## config.mk

```make
export PLATFORM = sky130hd
export DESIGN_NAME = fpu_issue_arb
export DESIGN_NICKNAME = d
export VERILOG_FILES = /design/src/rtl/fpu_issue_arb.sv
export SDC_FILE = /design/constraint.sdc
export NUM_CORES = 1
export LEC_CHECK = 0
export ABC_AREA = 1
export CORE_AREA = 3 3 111 113
export CTS_CLUSTER_DIAMETER = 100
export DETAILED_ROUTE_END_ITERATION = 8
export DIE_AREA = 0 0 114 116
export DONT_BUFFER_PORTS = 1
export PLACE_DENSITY_LB_ADDON = 0.1
export RECOVER_POWER = 100
export SYNTH_ARGS = -nofsm -noshare
export SYNTH_HDL_FRONTEND = slang
export SYNTH_SLANG_ARGS = --single-unit
```

## constraint.sdc

```tcl
create_clock -name clk_i -period 3.75 [get_ports clk_i]
set_clock_uncertainty 0.05 [all_clocks]
set_input_delay 0.375 -clock clk_i [delete_from_list [all_inputs] [get_ports clk_i]]
set_output_delay 0.375 -clock clk_i [all_outputs]
set_load 0.005 [all_outputs]
```

## src/rtl/fpu_issue_arb.sv

```systemverilog
// rtl/fpu_issue_arb.sv - two-requester round-robin issue arbiter for a fixed-latency FPU
// Responses return in acceptance order through a LATENCY+1 deep tracking shift register.
module fpu_issue_arb #(
  parameter int LATENCY = 1,
  parameter int TAG_W   = 4
) (
  input  logic             clk_i,
  input  logic             rst_ni,
  input  logic             req0_valid_i,
  output logic             req0_ready_o,
  input  logic [31:0]      req0_op_a_i,
  input  logic [31:0]      req0_op_b_i,
  input  logic [1:0]       req0_op_i,
  input  logic [TAG_W-1:0] req0_tag_i,
  input  logic             req1_valid_i,
  output logic             req1_ready_o,
  input  logic [31:0]      req1_op_a_i,
  input  logic [31:0]      req1_op_b_i,
  input  logic [1:0]       req1_op_i,
  input  logic [TAG_W-1:0] req1_tag_i,
  output logic [31:0]      op_a_o,
  output logic [31:0]      op_b_o,
  output logic [1:0]       fpu_op_o,
  output logic             alu_fpu_en_o,
  input  logic [31:0]      fpu_data_i,
  output logic             rsp0_valid_o,
  output logic             rsp1_valid_o,
  output logic [31:0]      rsp_data_o,
  output logic [TAG_W-1:0] rsp_tag_o,
  output logic             rsp_err_o,
  output logic             busy_o
);
  localparam int D = LATENCY + 1;

  logic             ptr_q, ptr_d;
  logic             gnt0, gnt1, acc, illegal;
  logic [31:0]      sel_a, sel_b;
  logic [1:0]       sel_op;
  logic [TAG_W-1:0] sel_tag;

  logic [31:0]      op_a_q, op_b_q;
  logic [1:0]       fpu_op_q;
  logic             en_q;
  logic [D-1:0]     trk_v_q, trk_id_q, trk_err_q;
  logic [TAG_W-1:0] trk_tag_q [D];
  logic             rsp0_q, rsp1_q, rsp_err_q;
  logic [31:0]      rsp_data_q;
  logic [TAG_W-1:0] rsp_tag_q;

  // ptr_q = 1 means requester 1 wins a tie.
  always_comb begin
    gnt0    = rst_ni & req0_valid_i & (~req1_valid_i | ~ptr_q);
    gnt1    = rst_ni & req1_valid_i & (~req0_valid_i | ptr_q);
    acc     = gnt0 | gnt1;
    sel_a   = gnt1 ? req1_op_a_i : req0_op_a_i;
    sel_b   = gnt1 ? req1_op_b_i : req0_op_b_i;
    sel_op  = gnt1 ? req1_op_i   : req0_op_i;
    sel_tag = gnt1 ? req1_tag_i  : req0_tag_i;
    illegal = sel_op[1];
    ptr_d   = ptr_q;
    if (gnt0)      ptr_d = 1'b1;
    else if (gnt1) ptr_d = 1'b0;
  end

  always_ff @(posedge clk_i) begin
    if (!rst_ni) begin
      ptr_q      <= 1'b0;
      op_a_q     <= '0;
      op_b_q     <= '0;
      fpu_op_q   <= '0;
      en_q       <= 1'b0;
      trk_v_q    <= '0;
      trk_id_q   <= '0;
      trk_err_q  <= '0;
      for (int i = 0; i < D; i++) trk_tag_q[i] <= '0;
      rsp0_q     <= 1'b0;
      rsp1_q     <= 1'b0;
      rsp_data_q <= '0;
      rsp_tag_q  <= '0;
      rsp_err_q  <= 1'b0;
    end else begin
      ptr_q <= ptr_d;
      en_q  <= acc & ~illegal;
      if (acc && !illegal) begin
        op_a_q   <= sel_a;
        op_b_q   <= sel_b;
        fpu_op_q <= sel_op;
      end
      trk_v_q      <= {trk_v_q[D-2:0], acc};
      trk_id_q     <= {trk_id_q[D-2:0], gnt1};
      trk_err_q    <= {trk_err_q[D-2:0], illegal};
      trk_tag_q[0] <= sel_tag;
      for (int i = 1; i < D; i++) trk_tag_q[i] <= trk_tag_q[i-1];
      // The tail stage lines up with the cycle in which fpu_data_i is valid.
      rsp0_q <= trk_v_q[D-1] & ~trk_id_q[D-1];
      rsp1_q <= trk_v_q[D-1] & trk_id_q[D-1];
      if (trk_v_q[D-1]) begin
        rsp_data_q <= trk_err_q[D-1] ? 32'd0 : fpu_data_i;
        rsp_tag_q  <= trk_tag_q[D-1];
        rsp_err_q  <= trk_err_q[D-1];
      end
    end
  end

  assign req0_ready_o = gnt0;
  assign req1_ready_o = gnt1;
  assign op_a_o       = op_a_q;
  assign op_b_o       = op_b_q;
  assign fpu_op_o     = fpu_op_q;
  assign alu_fpu_en_o = en_q;
  assign rsp0_valid_o = rsp0_q;
  assign rsp1_valid_o = rsp1_q;
  assign rsp_data_o   = rsp_data_q;
  assign rsp_tag_o    = rsp_tag_q;
  assign rsp_err_o    = rsp_err_q;
  assign busy_o       = (|trk_v_q) | rsp0_q | rsp1_q;

endmodule

```

### After elaboration in Yosys (flattened, before gate mapping)

Memories as Yosys holds them, arrays and structs flattened. A register that Yosys moved wholly into a read port is not among the register bits.
Cells that the tools add are included.

| word-level totals | value |
|---|---|
| bits in registers | 109 |
| memories kept | 1 |
| word-level logic and storage cells | 48 |
| RAM bits | 8 |
| input port bits | 176 |

Memory list:

| memory | words | width | read ports | clocked after memory_dff | write ports | line | source |
|---|---|---|---|---|---|---|---|
| trk_tag_q | 2 | 4 | 2 | 1 | 2 | 45 | `logic [TAG_W-1:0] trk_tag_q [D];` |

| operators by class | value |
|---|---|
| reductions and logical operators | 5 |
| bitwise operators | 19 |
| mux-type cells | 11 |

Operator list:

| kind | number |
|---|---|
| 32-bit two-way mux | 3 |
| 4-bit two-way mux | 3 |
| 1-bit bitwise AND | 7 |
| 1-bit bitwise OR | 7 |
| 1-bit inverter | 5 |
| 1-bit two-way mux | 4 |
| 1-bit logical NOT | 2 |
| 2-bit two-way mux | 1 |
| 2-bit nonzero test | 1 |
| 2-bit OR reduction | 1 |
| 1-bit logical AND | 1 |

### Longest topological paths before layout

| logic depth | value |
|---|---|
| depth after elaboration | 6 |
| depth in mapped cells | 11 |
| mapped depth without buffers | 8 |

### Least setup slack after synthesis

OpenSTA, ideal clock, no wires.

| timing path | value |
|---|---|
| path type | input -> register |
| start | input port req1_valid_i |
| end | register op_a_q[0], in the netlist op_a_o[0] |
| path buffers | 3 |
| path slack | 2,324 ps |
| setup time | 113 ps |
| data required time | 3,587 ps |
| arrival time | 1,263 ps |
| cell stages on the path | 10 |
| path through | nand2_1 inv_2 nand2_1 buf_4 nand2_2 nand3_2 buf_6 buf_2 nor2_1 nor2_1 |

| between the ends | value |
|---|---|
| longest elaborated chain between the ends | 5 |
| elaborated cells on any way between the ends | 10 |
| those cells by class | mux: 2; bitwise: 6; reduce/logical: 2 |

Ends and longest elaborated chain:

| item | line | source |
|---|---|---|
| from (decl) | 15 | `input logic req1_valid_i,` |
| 1-bit bitwise AND / 1-bit inverter (equally long branches) | 53, 52 |  |
| 1-bit bitwise AND / 1-bit bitwise OR (equally long branches) | 53, 52 |  |
| 2-bit two-way mux / 1-bit bitwise AND (equally long branches) | 57, 52 |  |
| 1-bit logical NOT / 1-bit bitwise OR (equally long branches) | 84, 54 |  |
| 1-bit logical AND | 84 | `if (acc && !illegal) begin` |
| to (signal assigned) | 85 | `op_a_q <= sel_a;` |
| to (decl) | 41 | `logic [31:0] op_a_q, op_b_q;` |

Parallel ways exist; a longest one is shown, timed or not.
A chain may end at the register's enable or synchronous reset.

### Final worst setup path

| timing path | value |
|---|---|
| start | register ptr_q |
| end | register op_a_q[12], in the netlist op_a_o[12] |

| between the ends | value |
|---|---|
| longest elaborated chain between the ends | 5 |
| elaborated cells on any way between the ends | 10 |
| those cells by class | mux: 2; bitwise: 6; reduce/logical: 2 |

Ends and longest elaborated chain:

| item | line | source |
|---|---|---|
| from (decl) | 35 | `logic ptr_q, ptr_d;` |
| from (signal assigned) | 82 | `ptr_q <= ptr_d;` |
| 1-bit bitwise OR / 1-bit inverter (equally long branches) | 53, 52 |  |
| 1-bit bitwise AND / 1-bit bitwise OR (equally long branches) | 53, 52 |  |
| 2-bit two-way mux / 1-bit bitwise AND (equally long branches) | 57, 52 |  |
| 1-bit logical NOT / 1-bit bitwise OR (equally long branches) | 84, 54 |  |
| 1-bit logical AND | 84 |  |

Parallel ways exist; a longest one is shown, timed or not.

==> flow_summary.ini <==
[outcome]
status = finished, violations left
violations = capacitance limit, slew limit

[pwr]
leakage_nw = 3.09
p_per_area_nw_per_um2 = 560
vdd_drop_max_v = 0.000343

[floorplanning]
die_x_um = 114
ios = 285
rows = 39
start_util_pct = 46.4
dieArea_um2 = 13200
core_um2 = 11400
die_y_um = 116

[drt]
first_iter_violations = 276
ant_nets = 0
drc_errors = 0
totalWireLength_mm = 13.4
drt_first_pass_iters = 5
routed_via_density = 4.70
vias = 4627
routedWlPerCell_um = 13.6

[worst_setup_path]
endpoint_kind = flip-flop
required_ps = 4000
crit_fanout = 66
crit_arrival_ps = 3090
worstSetupStartpointType = flip-flop
worstSetupPathType = reg -> reg

[global_routing]
grt_pass1_wl_mm = 19.8
antenna_found_initial = 0
grt_overflow = 0
grt_usage_pct = 19.2
grt_util_met3_pct = 9.35
grt_pass1_vias = 3917
met1_usage_pct = 20.6
use_met2_pct = 32.6
busiest_layer = met2
grt_start_max_net_pins = 86

[yosys]
ys_ff_latch = 121
synth.mux.area_fraction_pct = 0
syn-cell-area_um2 = 5300
avgSynthCellArea_um2 = 6.21
synth_top_family_by_area = simple AND/OR/NAND/NOR gates
yosysUniqueCellTypes = 18
synth_compound_gate_area_share_pct = 3.68
synth_xor_area_share_pct = 0
synthAdderAreaFrac_pct = 0
ys_warn_count = 0
synthSimpleGateAreaFrac_pct = 40.4
syn-num-nets = 1029
ys_seq_area_share_pct = 45.7
syn_inst = 853

[sta]
finalSetupViolations = 0
slew_headroom_pct = -1.82
max_freq_ghz = 0.352
layout_setup_ws_ps = 906
finalHoldViolCount = 0
setup_tns_ps = 0
rsz0062_at_grt = false
worstMarginPinSlew_ps = 1530
maxSlewViolCount = 38
fin_crit_sh_pct = 75.8
min_period_ps = 2840

[hold_path]
hp-class = in -> reg

[clock_tree]
postCtsResizedCells = 0
clk_path_buf_depth = 2
htreeDepth = 4
insertion_delay_ps = 400
post_cts_buffers = 0
cts_buffers = 17
cts.reportedPaths.clkPinSlew_ps = 50
cts_hold_buffers = 0
cts_root_buf = clkbuf_16
cts.sinks = 121
cts_tree = yes

[placed_design]
portBuffers = 0
gp_congestion = 0.806
dp_slack_ps = 1420
hpwlAfterDp_mm = 9.62

[finish]
syn_to_final_growth_pct = 10.4
n_antenna_cell = 0
drive_gt1_share_pct = 4.40
mostFrequentLayoutCells = nand2_1, nor2_1, dfxtp_1, inv_1, a21oi_1
final_common_cell = nand2_1
final_nets = 1004

[run]
maxCapViolCount = 1
-- critical path, stage by stage (launching register included) --
cell	delay (ps)
dfxtp_1	340
inv_1	40
nand2_1	80
nand2_2	60
buf_4	240
nand2_1	150
nand3_2	930
buf_12	580
nor2_1	150
nor2_1	60
-- worst paths after layout --
check | start | endpoint | slack (ps) | cells past startpoint
max | ptr_q | op_a_o[12] | 910 | 9
min | rst_ni | trk_tag_q[1][3] | 30 | 2
max reg2reg | ptr_q | op_a_o[12] | 910 | 9
min reg2reg | trk_tag_q[0][2] | trk_tag_q[1][2] | 360 | 2
-- Yosys cell counts (all sizes together) --
cell / count / area [um^2]
a21oi: 34 / 170
buf: 24 / 148
clkbuf: 24 / 90.1
clkinv: 1 / 3.75
dfxtp: 121 / 2420
inv: 80 / 300
nand2: 412 / 1550
nand3: 7 / 40.0
nor2: 142 / 533
nor3: 1 / 5.00
o21ai: 5 / 25.0
or2: 1 / 6.26
or4: 1 / 7.51
-- per-layer routing --
| metal | vias to the layer above | routed length (um) |
|---|---|---|
| met5 | - | 0 |
| met4 | 0 | 227 |
| met3 | 19 | 1590 |
| met2 | 200 | 6450 |
| met1 | 1953 | 5150 |
| li1 | 2455 | - |
-- through the flow --
stage,util (%),cell area (um^2),power [mW],instances,hold WS (ps)
floorplan,-,5300,1.72,853,340
global placement,46.4,5290,1.77,952,343
finish,51.2,5850,3.28,984,28.4
detailed placement,46.4,5290,1.78,952,345
CTS,51.4,5860,3.33,984,0.809
global route,51.2,5850,3.45,984,11.1
-- logic make-up (layout without fill, tap and decap cells) --
kind of cell / after synthesis / count (layout)
compound gates: 39 / 39
buf+inv: 129 / 117
flops: 121 / 121
simple gates: 564 / 564
-- registers in the layout, indices dropped and copies added (netlist names) --
name,flops
trk_id_q,2
trk_err_q,2
rsp1_valid_o,1
rsp_tag_o,4
fpu_op_o,2
op_a_o,32
rsp_data_o,32
op_b_o,32
alu_fpu_en_o,1
ptr_q,1
trk_v_q,2
rsp0_valid_o,1
trk_tag_q,8
rsp_err_o,1
-- layout make-up --
class,instances,area [um^2]
Multi-Input combinational cell,603,2340
Tap cell,143,179
Fill cell,1195,5570
Timing Repair Buffer,4,38.8
Clock inverter,7,65.1
Clock buffer,25,505
Sequential cell,121,2420
Inverter,81,304
-- where the power goes --
group          leakage (nW)  internal, mW  switching, mW  total [mW]
Combinational          1.82         0.107          0.190       0.297
Clock                 0.279         0.993          0.536        1.53
Sequential            0.993          1.38         0.0740        1.45
(Power assumes the default switching activity.)
